File: config.mk
export PLATFORM = sky130hd
export DESIGN_NAME = subtractor_serial_reg
export DESIGN_NICKNAME = d
export VERILOG_FILES = /design/src/rtl/subtractor_serial_reg.sv
export SDC_FILE = /design/constraint.sdc
export NUM_CORES = 1
export LEC_CHECK = 0
export ABC_AREA = 0
export BUFFER_PORTS_ARGS = -buffer_cell sky130_fd_sc_hd__buf_2
export CORE_ASPECT_RATIO = 1.4
export CORE_MARGIN = 1
export CORE_UTILIZATION = 30
export DETAILED_ROUTE_END_ITERATION = 6
export MAX_ROUTING_LAYER = met4
export PLACE_DENSITY_LB_ADDON = 0.3
export SLEW_MARGIN = 0
export SYNTH_ARGS = -nofsm -noshare
export SYNTH_HDL_FRONTEND = slang
export SYNTH_SLANG_ARGS = --single-unit
File: constraint.sdc
create_clock -name clk -period 3.1 [get_ports clk]
set_input_delay 0.62 -clock clk [delete_from_list [all_inputs] [get_ports clk]]
set_output_delay 0.62 -clock clk [all_outputs]
set_load 0.01 [all_outputs]
File: src/rtl/subtractor_serial_reg.sv
// Digit-serial registered subtractor: d = a - b - bi over WIDTH bits, DIGIT bits per cycle,
// with valid/ready handshakes. Defining SUB_OVERFLOW_EN adds the registered signed-overflow port ovf.
module subtractor_serial_reg #(
  parameter int WIDTH = 32,
  parameter int DIGIT = 8
) (
  input  logic             clk,
  input  logic             rst_n,
  input  logic             in_valid,
  output logic             in_ready,
  input  logic [WIDTH-1:0] a,
  input  logic [WIDTH-1:0] b,
  input  logic             bi,
  output logic             out_valid,
  input  logic             out_ready,
  output logic [WIDTH-1:0] d,
  output logic             bo
`ifdef SUB_OVERFLOW_EN
  ,
  output logic             ovf
`endif
);

  localparam int N     = WIDTH / DIGIT;
  localparam int CNT_W = (N > 1) ? $clog2(N) : 1;

  typedef enum logic [1:0] {
    S_IDLE,
    S_BUSY,
    S_DONE
  } state_t;

  state_t             r_state;
  state_t             w_state_next;

  logic [WIDTH-1:0]   r_a;
  logic [WIDTH-1:0]   r_b;
  logic [WIDTH-1:0]   r_res;
  logic [WIDTH-1:0]   r_d;
  logic               r_bo;
  logic               r_borrow;
  logic [CNT_W-1:0]   r_cnt;

  logic               w_last;
  logic [DIGIT-1:0]   w_a_dig;
  logic [DIGIT-1:0]   w_b_dig;
  logic [DIGIT:0]     w_sub;
  logic [WIDTH-1:0]   w_res_next;

  assign d  = r_d;
  assign bo = r_bo;
  assign w_last = (r_cnt == CNT_W'(N - 1));

  // Current digit slice; the top bit of the (DIGIT+1)-bit difference is the borrow out.
  always_comb begin
    w_a_dig    = r_a[int'(r_cnt) * DIGIT +: DIGIT];
    w_b_dig    = r_b[int'(r_cnt) * DIGIT +: DIGIT];
    w_sub      = {1'b0, w_a_dig} - {1'b0, w_b_dig} - {{DIGIT{1'b0}}, r_borrow};
    w_res_next = r_res;
    w_res_next[int'(r_cnt) * DIGIT +: DIGIT] = w_sub[DIGIT-1:0];
  end

  always_ff @(posedge clk) begin
    if (!rst_n) begin
      r_state <= S_IDLE;
    end else begin
      r_state <= w_state_next;
    end
  end

  always_comb begin
    w_state_next = r_state;
    in_ready     = 1'b0;
    out_valid    = 1'b0;
    case (r_state)
      S_IDLE: begin
        in_ready = 1'b1;
        if (in_valid) begin
          w_state_next = S_BUSY;
        end
      end
      S_BUSY: begin
        if (w_last) begin
          w_state_next = S_DONE;
        end
      end
      S_DONE: begin
        out_valid = 1'b1;
        if (out_ready) begin
          w_state_next = S_IDLE;
        end
      end
      default: begin
        w_state_next = S_IDLE;
      end
    endcase
  end

  always_ff @(posedge clk) begin
    if (!rst_n) begin
      r_a      <= '0;
      r_b      <= '0;
      r_res    <= '0;
      r_borrow <= 1'b0;
      r_cnt    <= '0;
      r_d      <= '0;
      r_bo     <= 1'b0;
    end else begin
      case (r_state)
        S_IDLE: begin
          if (in_valid) begin
            r_a      <= a;
            r_b      <= b;
            r_borrow <= bi;
            r_cnt    <= '0;
          end
        end
        S_BUSY: begin
          r_res    <= w_res_next;
          r_borrow <= w_sub[DIGIT];
          r_cnt    <= r_cnt + CNT_W'(1);
          if (w_last) begin
            r_d  <= w_res_next;
            r_bo <= w_sub[DIGIT];
          end
        end
        default: begin
        end
      endcase
    end
  end

`ifdef SUB_OVERFLOW_EN
  logic r_ovf;
  assign ovf = r_ovf;

  // Signed overflow: operand signs differ and the result sign departs from the minuend's.
  always_ff @(posedge clk) begin
    if (!rst_n) begin
      r_ovf <= 1'b0;
    end else if (r_state == S_BUSY && w_last) begin
      r_ovf <= (r_a[WIDTH-1] != r_b[WIDTH-1]) && (w_res_next[WIDTH-1] != r_a[WIDTH-1]);
    end
  end
`endif

endmodule

### Yosys cells after proc, flatten, opt, wreduce, memory -nomap -nowiden

Cells that the tools add are included.

| storage, ports and cells | value |
|---|---|
| flip-flop bits (word level) | 134 |

| cells by class | value |
|---|---|
| $add $sub $neg | 4 |
| eq/ne operators | 6 |
| shifts and indexed selects | 4 |
| muxes and demuxes | 11 |
| reduce and logical (&&, ||, !) cells | 6 |

Operators by type and width:

| operator | number |
|---|---|
| $shiftx A32 B6 Y8 | 2 |
| $neg A5 Y33 | 1 |
| $shift A8 B33 Y32 const A | 1 |
| $shiftx A8 B33 Y32 | 1 |
| $bwmux W32 | 1 |
| $sub A8 B8 Y9 | 1 |
| $sub A9 B1 Y9 | 1 |
| $mux W2 | 4 |
| $ne A2 B2 Y1 const B | 3 |
| $pmux W2 S3 | 1 |
| $reduce_and A2 Y1 | 3 |
| $eq A2 B2 Y1 const B | 2 |
| $pmux W2 S2 | 1 |
| $mux W1 | 3 |
| $reduce_and A3 Y1 | 1 |
| $add A2 B1 Y2 const B | 1 |
| $eq A2 B1 Y1 const B | 1 |
| $logic_not A2 Y1 | 1 |
| $pmux W1 S2 | 1 |
| $reduce_bool A2 Y1 | 1 |

### Longest topological paths before layout

| depth | value |
|---|---|
| depth in word-level cells | 5 |
| mapped depth | 13 |
| mapped depth without buffers | 10 |

### Worst setup path after synthesis

Ideal clock, no wire load.

| timing path | value |
|---|---|
| path kind | register to register |
| start | reg r_cnt[0] |
| end | reg r_res[14] |
| library setup time | 136 ps |
| arrival time | 3141 ps |
| slack | -177 ps |
| stages on the path, launching flop included | 11 |
| clock period less this slack | 3277 ps |
| cells stage by stage | dfxtp_1 > buf_6 > buf_2 > mux4_2 > fa_1 > fa_1 > nor2b_1 > o21ai_0 > a21oi_1 > xor2_1 > o21ai_0 |

| on the way | value |
|---|---|
| cells in the longest elaborated chain, start to end | 5 |
| elaborated cells between the ends (all ways) | 8 |
| those cells by class | 3 x add/sub; 4 x shift; 1 x mux |

Ends and longest elaborated chain:

| element | RTL line | source |
|---|---|---|
| start: declaration | 42 | `logic [CNT_W-1:0] r_cnt;` |
| start signal: assignment | 121 | `r_cnt <= r_cnt + CNT_W'(1);` |
| $shiftx A32 B6 Y8 (on tied branches) | 56, 57 |  |
| $sub A8 B8 Y9 | 58 | `w_sub = {1'b0, w_a_dig} - {1'b0, w_b_dig} - {{DIGIT{1'b0}}, r_borrow};` |
| $sub A9 B1 Y9 | 58 |  |
| $shiftx A8 B33 Y32 | 60 | `w_res_next[int'(r_cnt) * DIGIT +: DIGIT] = w_sub[DIGIT-1:0];` |
| $bwmux W32 * | 60 |  |
| end signal: assignment | 119 | `r_res <= w_res_next;` |
| end: declaration | 38 | `logic [WIDTH-1:0] r_res;` |

Mark *: on every way between the ends. The rest lies on a longest branch, timed or not.
A chain may end at the register's enable or synchronous reset.

### Worst setup path after layout

| timing path | value |
|---|---|
| start | reg r_cnt[0] |
| end | reg r_d[28], in the netlist d[28] |

| on the way | value |
|---|---|
| cells in the longest elaborated chain, start to end | 5 |
| elaborated cells between the ends (all ways) | 10 |
| those cells by class | 3 x add/sub; 1 x eq/ne; 4 x shift; 1 x mux; 1 x reduce/logical |

Ends and longest elaborated chain:

| element | RTL line | source |
|---|---|---|
| $shiftx A32 B6 Y8 (on tied branches) | 56, 57 |  |
| $sub A8 B8 Y9 | 58 |  |
| $sub A9 B1 Y9 | 58 |  |
| $shiftx A8 B33 Y32 | 60 |  |
| $bwmux W32 | 60 |  |
| end signal: assignment | 123 | `r_d <= w_res_next;` |
| end: declaration | 39 | `logic [WIDTH-1:0] r_d;` |

Parallel ways exist; a longest one is shown, timed or not.

==> summary.md <==
| Metric | Value |
|---|---|
| Max cap viols | `0` |
| ANT nets after route | `0` |
| Vias in the first global route | `4,975` |
| # IOs | `104` |
| Switch share | `27.3%` |
| Final Hold Viols | `0` |
| Post-synthesis sequential area ratio | `43.1%` |
| Core Footprint | `0.0204 mm2` |
| Setup violators final | `0` |
| P_sw | `1.31 mW` |
| Post-Place Cells | `1,029` |
| Port Buffers | `103` |
| CP Data Required Time | `3.40 ns` |
| Root buf cell | `clkbuf_16` |
| Die area | `0.0213 mm2` |
| Int Power | `3.48 mW` |
| Die Wd | `124 um` |
| Initial Util | `30.5%` |
| Largest net degree at the start of global routing | `61` |
| Initial drt markers | `298` |
| Layout area overhead | `24.0%` |
| Syn avg cell area | `8.97 um2` |
| EDFF count, synth | `0` |
| RSZ-0062 raised after global routing | `no` |
| Final cell count without fillers | `1,061` |
| Number of slew-limit violations in the final report | `0` |
| WHS | `0.438 ns` |
| Post-synthesis async set-or-reset flop share | `0%` |
| TritonCTS Sinks | `134` |
| Share of cells above drive strength 1 | `24.1%` |
| Minimum clock period | `2.88 ns` |
| Nets | `881` |
| CTS tree | `yes` |
| DP HPWL | `11,600 um` |
| Setup TNS | `0 ns` |
| Status | `finished clean` |
| Crit share post-route | `92.9%` |
| First-pass GRT wire length | `26,000 um` |
| # diodes | `0` |
| Finished Cell Area | `0.00772 mm2` |
| CP Capture Type | `flip-flop` |
| Most frequent CP cell | `fa_1` |
| Cell area after synthesis | `0.00623 mm2` |
| Leak | `3.39 nW` |
| Register share of total power | `38.6%` |
| DRC | `0` |
| Drt via density | `4.86` |
| Skew-Pair Late Insertion Delay | `0.42 ns` |
| WL/cell | `15.2 um` |
| HP Class | `in -> reg` |
| Row Count | `62` |
| Clk pwr share | `44.7%` |
| Grt ovf | `0` |
| Total track usage | `16.5%` |
| Worst-case vdd ir drop | `440 uV` |
| Crit Path Class | `reg -> reg` |
| Combinational power share | `16.7%` |
| Routed wire length | `16,100 um` |
| Initial antenna violation count | `0` |
| Commonest register cell after synthesis | `dfxtp_1` |
| Pwr Density | `620 mW/mm2` |
| Placer congestion estimate | `0.749` |
| Crit path max fanout | `8` |
| CP Launch Type | `flip-flop` |
| H-Tree Level Count | `4` |
| Post-Syn Nets | `783` |
| Slew @ Worst Pin | `0.705 ns` |
| Synth cell types | `51` |
| Setup skew after layout | `0.0104 ns` |
| Worst-path clk slew | `0.06 ns` |
| Largest area contributor in the netlist | `dfxtp_1` |
| Syn Inst Count | `694` |
| Inserted Clock Buffers | `17` |
| Die height | `172 um` |
| Placed Area | `0.00707 mm2` |
| Most common cell after layout, fill and taps aside | `nand2_1` |
| R2R Setup Slk | `0.22 ns` |
| Yosys warns | `0` |
| CTS max path bufs | `2` |
| Synth top area share | `43.1%` |
| Top cells by area, synth | `dfxtp_1 (43%), nand2_1 (11%), a21boi_0 (8.0%), mux4_2 (5.1%), o211a_1 (3.9%)` |
| Post-CTS Setup Repair Bufs | `0` |
| Seq cells post-synth | `134` |
| Slowest stage cell, crit path | `mux4_2` |
| Via count | `5,158` |
| Highest clock rate | `0.347 GHz` |
| 1st-pass router iterations | `4` |
| Worst path cell trace | `mux4_2, fa_1, fa_1, nand2b_1, a21oi_1, xnor2_2, a221oi_1, nor2_1` |
| Number of fill cells | `2,121` |
| Worst slew margin | `52.9%` |
| Slowest stage delay, CP | `0.55 ns` |
| Most frequent cells in the layout | `nand2_1 (179), dfxtp_1 (133), buf_2 (102)` |
| Final core occ | `37.8%` |
| WP data arrival | `3.18 ns` |
## final timing paths
| check | from | endpoint | cells after the start |
|---|---|---|---|
| setup reg to reg | r_cnt[0]$_SDFFE_PN0P_ | d[28]$_SDFFE_PN0P_ | 8 |
| setup / recovery | r_cnt[0]$_SDFFE_PN0P_ | d[28]$_SDFFE_PN0P_ | 8 |
| hold reg to reg | r_res[7]$_SDFFE_PN0P_ | r_res[7]$_SDFFE_PN0P_ | 2 |
| hold / removal | a[20] | r_a[20]$_SDFFE_PN0P_ | 3 |
## cell usage after synthesis (all sizes together), types with 6 or more instances
cell type,instances
mux4,16
clkbuf,27
nor2,22
nand2,180
a22oi,12
a21oi,18
a21boi,67
nand3,8
nor2b,8
o211a,24
ha,18
nor3,7
dfxtp,134
and2,6
o21ai,29
buf,21
a221oi,8
inv,25
## critical path: cells and delay by family, from the launching register on
kind | cells | cell delay (ns)
compound gates | 2 | 0.54
xor+xnor | 1 | 0.17
fa+ha+maj | 2 | 0.88
flops | 1 | 0.39
mux | 1 | 0.55
simple gates | 2 | 0.24
## power by group through the flow
stage	clock, mW	sequential [mW]	combinational [mW]
2_1_floorplan	0	1.87	0.535
3_3_place_gp	0	1.88	0.784
3_5_place_dp	0	1.88	0.787
4_1_cts	2.20	1.85	0.789
5_1_grt	2.27	1.86	0.896
6_report	2.14	1.85	0.798
## repair_timing
item / 4_1_cts / 5_1_grt
hold buffers: 0 / 0
endpoints found under the setup margin: 0 / 30
hold endpoints to repair: 0 / 0
gates resized for setup: 0 / 6
## sequential cells by signal (all words and copies together), names as in the netlist
signal and flops:
bo 1, d 32, r_a 32, r_b 32, r_borrow 1, r_cnt 2, r_res 32, r_state 2
## logic make-up after synthesis
family / synth area share [%]
flip-flops: 43.1
AO/OA/AOI/OAI: 23.0
adder cells (fa/ha/maj): 4.26
XOR/XNOR: 0.965
AND/OR/NAND/NOR: 17.2
buffers and inverters: 5.23
multiplexers: 6.27
## layout make-up
type	instances	area [um2]	area share, %
Inverter	29	109	1.41
Clock inverter	14	199	2.58
Tap cell	256	320	4.15
Timing Repair Buffer	127	727	9.41
Clock buffer	18	429	5.56
Sequential cell	134	2680	34.8
Multi-Input combinational cell	483	3250	42.1
## stage by stage
stage	setup WS (ns)	power, mW
finish	0.220	4.79
global route	0.0470	5.03
CTS	0.00219	4.83
detailed placement	0.0221	2.67
global placement	0.111	2.67
floorplan	0.00817	2.40
## per-layer routing
metal / track usage (%) / vias up / part of all wire (%)
met5: - / - / 0
met4: 6.08 / 0 / 2.0
met3: 3.23 / 19 / 3.7
met2: 26.9 / 122 / 50
met1: 20.1 / 2410 / 45
li1: - / 2607 / -
Note: power is estimated with default switching activity, not from simulation.
